## src/rtl/cr16_operand_sequencer.sv

```systemverilog
// Operand/opcode entry sequencer: builds NUM_OPERANDS operands, then an opcode, one switch chunk per load press.
// Latency: O_VALID rises 1 cycle after the opcode load event. Define CR16_OPERAND_SEQUENCER_DEBOUNCE_EN to filter I_LOAD.
// Backpressure: the issued set is held until I_READY; load presses during ISSUE are dropped, not queued.
module cr16_operand_sequencer #(
   parameter int DATA_WIDTH      = 16,
   parameter int IN_WIDTH        = 8,
   parameter int OPCODE_WIDTH    = 5,
   parameter int NUM_OPERANDS    = 2,
   parameter int DEBOUNCE_CYCLES = 16,
   localparam int CHUNKS = DATA_WIDTH / IN_WIDTH,
   localparam int TOTAL  = NUM_OPERANDS * CHUNKS,
   localparam int SW     = $clog2(TOTAL + 2)
) (
   input  logic                               CLK,
   input  logic                               RST,
   input  logic [IN_WIDTH-1:0]                I_DATA,
   input  logic                               I_LOAD,
   input  logic                               I_READY,
   output logic                               O_VALID,
   output logic [NUM_OPERANDS*DATA_WIDTH-1:0] O_OPERANDS,
   output logic [OPCODE_WIDTH-1:0]            O_OPCODE,
   output logic [SW-1:0]                      O_STEP
);

   localparam logic [SW-1:0] LAST_STEP  = SW'(TOTAL - 1);
   localparam logic [SW-1:0] ISSUE_STEP = SW'(TOTAL + 1);

   if ((DATA_WIDTH % IN_WIDTH) != 0 || OPCODE_WIDTH > IN_WIDTH || NUM_OPERANDS < 1
       || DEBOUNCE_CYCLES < 1) begin : g_bad_params
      $error("cr16_operand_sequencer: illegal parameter combination");
   end

   typedef enum logic [1:0] {
      S_LOAD  = 2'd0,
      S_OPC   = 2'd1,
      S_ISSUE = 2'd2
   } state_t;

   state_t                             state_q, state_d;
   logic [SW-1:0]                      step_q, step_d;
   logic [NUM_OPERANDS*DATA_WIDTH-1:0] stage_q, stage_d;
   logic [OPCODE_WIDTH-1:0]            opc_q, opc_d;
   logic [NUM_OPERANDS*DATA_WIDTH-1:0] shadow_ops_q;
   logic [OPCODE_WIDTH-1:0]            shadow_opc_q;
   logic                               shadow_ld;
   logic                               load_filt;
   logic                               load_prev_q;
   logic                               load_evt;

`ifdef CR16_OPERAND_SEQUENCER_DEBOUNCE_EN
   localparam int DBW = $clog2(DEBOUNCE_CYCLES + 1);
   logic [DBW-1:0] db_cnt_q;
   logic           db_lvl_q;

   // Filtered level flips only after the raw level has differed for DEBOUNCE_CYCLES samples in a row.
   always_ff @(posedge CLK or negedge RST) begin
      if (!RST) begin
         db_cnt_q <= '0;
         db_lvl_q <= 1'b0;
      end else if (I_LOAD == db_lvl_q) begin
         db_cnt_q <= '0;
      end else if (db_cnt_q == DBW'(DEBOUNCE_CYCLES - 1)) begin
         db_cnt_q <= '0;
         db_lvl_q <= I_LOAD;
      end else begin
         db_cnt_q <= db_cnt_q + 1'b1;
      end
   end

   assign load_filt = db_lvl_q;
`else
   assign load_filt = I_LOAD;
`endif

   assign load_evt = load_filt & ~load_prev_q;

   always_comb begin
      state_d   = state_q;
      step_d    = step_q;
      stage_d   = stage_q;
      opc_d     = opc_q;
      shadow_ld = 1'b0;
      case (state_q)
         S_LOAD: begin
            if (load_evt) begin
               // Chunk 0 of each operand lands in its most significant IN_WIDTH bits.
               for (int i = 0; i < TOTAL; i++) begin
                  if (step_q == SW'(i)) begin
                     stage_d[(i / CHUNKS) * DATA_WIDTH + (CHUNKS - 1 - (i % CHUNKS)) * IN_WIDTH +: IN_WIDTH]
                        = I_DATA;
                  end
               end
               step_d = step_q + 1'b1;
               if (step_q == LAST_STEP) begin
                  state_d = S_OPC;
               end
            end
         end
         S_OPC: begin
            if (load_evt) begin
               opc_d     = I_DATA[OPCODE_WIDTH-1:0];
               step_d    = ISSUE_STEP;
               state_d   = S_ISSUE;
               shadow_ld = 1'b1;
            end
         end
         S_ISSUE: begin
            if (I_READY) begin
               state_d = S_LOAD;
               step_d  = '0;
            end
         end
         default: begin
            state_d = S_LOAD;
            step_d  = '0;
         end
      endcase
   end

   always_ff @(posedge CLK or negedge RST) begin
      if (!RST) begin
         state_q      <= S_LOAD;
         step_q       <= '0;
         stage_q      <= '0;
         opc_q        <= '0;
         shadow_ops_q <= '0;
         shadow_opc_q <= '0;
         load_prev_q  <= 1'b0;
      end else begin
         state_q     <= state_d;
         step_q      <= step_d;
         stage_q     <= stage_d;
         opc_q       <= opc_d;
         load_prev_q <= load_filt;
         // Shadow loads together with the opcode so outputs are valid when O_VALID rises.
         if (shadow_ld) begin
            shadow_ops_q <= stage_d;
            shadow_opc_q <= opc_d;
         end
      end
   end

   assign O_VALID    = (state_q == S_ISSUE);
   assign O_OPERANDS = shadow_ops_q;
   assign O_OPCODE   = shadow_opc_q;
   assign O_STEP     = step_q;

endmodule

```

## config.mk

```make
export PLATFORM = sky130hd
export DESIGN_NAME = cr16_operand_sequencer
export DESIGN_NICKNAME = d
export VERILOG_FILES = /design/src/rtl/cr16_operand_sequencer.sv
export SDC_FILE = /design/constraint.sdc
export NUM_CORES = 1
export LEC_CHECK = 0
export ABC_AREA = 1
export BUFFER_PORTS_ARGS = -buffer_cell sky130_fd_sc_hd__buf_2
export CAP_MARGIN = 5
export CORE_ASPECT_RATIO = 1.5
export CORE_MARGIN = 10
export CORE_UTILIZATION = 50
export CTS_BUF_LIST = sky130_fd_sc_hd__clkbuf_2
export CTS_CLUSTER_DIAMETER = 50
export DETAILED_ROUTE_END_ITERATION = 8
export GPL_ROUTABILITY_DRIVEN = 0
export GPL_TIMING_DRIVEN = 0
export HOLD_SLACK_MARGIN = 0.08
export PLACE_DENSITY_LB_ADDON = 0.3
export SYNTH_ARGS = -nofsm -noshare
export SYNTH_HDL_FRONTEND = slang
export SYNTH_SLANG_ARGS = --single-unit
export TNS_END_PERCENT = 100
```

## constraint.sdc

```tcl
create_clock -name CLK -period 1.89 [get_ports CLK]
set_clock_uncertainty 0.15 [all_clocks]
set_input_delay 0.378 -clock CLK [delete_from_list [all_inputs] [get_ports CLK]]
set_output_delay 0.378 -clock CLK [all_outputs]
set_load 0.005 [all_outputs]
```

After elaboration in Yosys (flattened, before gate mapping). Cells that the tools add are included. Widths: inputs -> output; s select.

$add $sub $neg: 1. Equal/unequal tests: 9. Multiplexer cells: 19. Bitwise logic cells: 2. Reductions and logical operators: 4.

Operator list (count): $mux 32 (2); $mux 8 (4); $mux 5 (2); $mux 3 (3); $pmux 3 s3 (1); $mux 2 (4); $ne 2x2->1 const B (4); $eq 3x2->1 const B (2); $pmux 2 s3 (1); $reduce_and 4->1 (1); $add 3x1->3 const B (1); $eq 3x1->1 const B (1); $logic_not 3->1 (1); $reduce_and 3->1 (1); $eq 2x1->1 const B (1); $eq 2x2->1 const B (1); $logic_not 2->1 (1); $mux 1 (2); $and 1x1->1 (1); $not 1->1 (1).

Bits in registers: 80. Word-level logic and storage cells: 42.

Longest topological paths before layout.
Depth after elaboration: 4. Depth in mapped cells: 7.

Worst setup path after synthesis. Ideal clock, no wire load.

Kind: register to register. From: reg step_q[2], in the netlist O_STEP[2]. To: reg stage_q[16]. Setup time: 0.118 ns. Arrival: 1.336 ns. Data required time: 1.622 ns. Slack: 0.286 ns. Stages on the path, launching flop included: 8. Buffers on the path: 2. Clock period less this slack: 1.604 ns. Cells stage by stage: dfrtp_1 -> clkbuf_2 -> inv_1 -> ha_1 -> clkbuf_1 -> nand3_2 -> nand2_1 -> nand2_1.

Word-level cells in the longest chain between the ends: 4.

Ends and longest elaborated chain: start: declaration (RTL line 40) `logic [SW-1:0] step_q, step_d;`; start signal: assignment (RTL line 131) `step_q <= step_d;`; $eq 3x2->1 (RTL line 88) `if (step_q == SW'(i)) begin`; $mux 8 (RTL line 88); $mux 32 (RTL line 85) `if (load_evt) begin`; $mux 32 (RTL line 83) `case (state_q)`; via stage_d[16] (RTL line 41) `logic [NUM_OPERANDS*DATA_WIDTH-1:0] stage_q, stage_d;`; end signal: assignment (RTL line 132) `stage_q <= stage_d;`; end: declaration (RTL line 41).

The timed path passes the listed nets, and every way through them passes these cells. A chain may end at the register's enable or synchronous reset.

Worst setup path in the final report.
From: reg state_q[0]. To: out O_VALID.

Word-level cells in the longest chain between the ends: 1.

Ends and longest elaborated chain: start: declaration (RTL line 39) `state_t state_q, state_d;`; start signal: assignment (RTL line 130) `state_q <= state_d;`; $eq 2x2->1 (RTL line 143) `assign O_VALID = (state_q == S_ISSUE);`; end: declaration (RTL line 19) `output logic O_VALID,`.

Every way passes these cells.

==> reports/results.ini <==
[setup_path]
start_kind = flip-flop
crit_required_ps = 1360
critPathCaptureType = output port
arrival_ps = 1300
worst-path-max-fanout = 6
crit_type = flip-flop to output port
r2r_slack_ps = 150

[sta]
min_period_over_period_pct = 96.5
fin_hold_ws_ps = 346
fin_ws_ps = 66.9
hold_violations = 0
setup_viol = 0
drv_slew = 0
worstMarginPinSlew_ps = 916
relSlewSlack_pct = 38.9
period_minus_slack_ps = 1820
fmax_ghz = 0.549

[final_layout]
final-seq-area_um2 = 1880
final_nets = 451
drive_gt1_share_pct = 25.3
n_antenna_cell = 0
layout_commonest_cell = nand2_1
fillers = 529
synthToLayoutAreaGrowth_pct = 22.6
mostFrequentLayoutCells = nand2_1 (155), dfrtp_1 (73), buf_2 (56)
finalInstanceArea_um2 = 3980
multiInputGateArea_um2 = 1180

[clock_tree]
insertion_delay_ps = 490
cts_num_sinks = 75
clockRootBuffer = clkbuf_2
cts_made_buffers = 9
clk_pin_slew_ps = 190
clk_path_buf_depth = 2
cts.htree.levels = 3
cts_tree = yes

[placed_design]
dp_slack_ps = 77.0
port_buffers = 52
dpl.hpwl_mm = 5.19
placed_area_um2 = 3600

[die]
num_rows = 35
core_area_um2 = 6220
initial_utilization_pct = 52.1
dieHeight_um = 119
die_x_um = 85.7
die_area_um2 = 10200
io_pins = 53

[routing]
drt_pass1_iterations = 4
vias = 2619
drt-initial-drc-count = 122
routedWlPerCell_um = 14.9
antenna_left = 0
drt-total-wl_mm = 7.61
viasPerCell = 5.12
route.detailed.drc = 0

[grt]
grt_max_degree = 76
globalRouteTotalUtil_pct = 15.1
grt_pass1_vias = 2631
antenna_found_initial = 0
globalRouteOverflowTotal = 0
grt_pass1_wl_mm = 12.7

[logic_synthesis]
syn-num-nets = 369
netlist_area_um2 = 3240
ys_types = 21
synth.avg_cell_area_um2 = 9.21
ys_warn_count = 0
yosysSeqAreaShare_pct = 57.9
syn_inst = 352
synth_seq_cells = 75

[pwr]
leakage_nw = 2.28
power_density_nw_per_um2 = 1460
ir_worst_vdd_v = 0.000922

[run]
maxCapViolations = 0

[run_status]
status = finished clean

[worst_hold_path]
hp-class = flip-flop to flip-flop

[registers in the layout, summed over array words and instances (netlist names)]
signal and flops:
O_OPERANDS 32, O_OPCODE 5, state_q 2, O_STEP 3, load_prev_q 1, stage_q 32
[stage by stage]
stage	cells	setup TNS [ps]	util [%]	power (mW)
2_1_floorplan	352	0	-	3.82
3_3_place_gp	478	-8740	57.8	4.51
3_5_place_dp	478	0	57.8	4.59
4_1_cts	503	0	62.2	5.73
5_1_grt	512	-13.2	63.9	6.28
6_report	512	0	63.9	5.81
[cells by family (layout without fill, tap and decap cells)]
kind of cell             Yosys count  after routing  share of synthesized area, %
flip-flops                        75             75                          57.9
adder cells (fa/ha/maj)            5              5                          1.93
AND/OR/NAND/NOR                  238            238                          34.1
buffers and inverters             32            118                          5.79
AO/OA/AOI/OAI                      2              2                         0.309
[cell type report]
class	instances	share of cell area, %
plain buffers	16	3.43
clock buffers	10	1.26
clock inverters	5	2.58
inverters	13	1.48
multi-input cells	245	29.7
flip-flops and latches	75	47.3
well taps	74	2.33
repair buffers	74	11.9
[synthesized netlist by cell type (all sizes together)]
master  number  area (um2)
nand2      157         599
dfrtp       75        1880
nand3       40         220
nand4       32         200
buf         14         116
inv         13        51.3
nor2         9        85.1
clkbuf       5        20.0
ha           5        62.6
a21oi        2        10.0
[repair_timing]
item / in CTS / in global routing
hold buffers: 11 / 0
resized for setup: 4 / 6
cloned: 0 / 1
endpoints found under the setup margin: 1 / 10
setup buffers: 1 / 9
endpoints found under the hold margin: 115 / 0
[critical path, cell delays in order (launching register included)]
cell and delay (ps):
dfrtp_2 460, buf_12 140, nor2_2 90, buf_2 110
[power by group]
part	total (mW)	internal [mW]	switching (mW)
sequential	2.68	2.30	0.378
combinational	2.03	0.889	1.14
clock	1.10	0.568	0.537
total	5.81	3.76	2.06
[final timing paths]
check                                         end              startpoint  cells after the start
max                                       O_VALID  state_q[0]$_DFFE_PN0P_                      3
min                         stage_q[14]$_DFF_PN0_   stage_q[14]$_DFF_PN0_                      2
max reg2reg                  stage_q[9]$_DFF_PN0_  state_q[0]$_DFFE_PN0P_                      7
min reg2reg                 stage_q[14]$_DFF_PN0_   stage_q[14]$_DFF_PN0_                      2
max in group asynchronous  state_q[1]$_DFFE_PN0P_                     RST                      2
min in group asynchronous    stage_q[3]$_DFF_PN0_                     RST                      2
[metal layers]
layer  global-route usage (%)  wire length (um)  vias up
met1                     17.9              3220     1231
met3                     4.54               387       11
met4                     5.68               165        0
met2                     24.9              3840       63
met5                        0                 0        -
li1                         -                 -     1314
No activity file was read; power rests on OpenSTA's default activity.
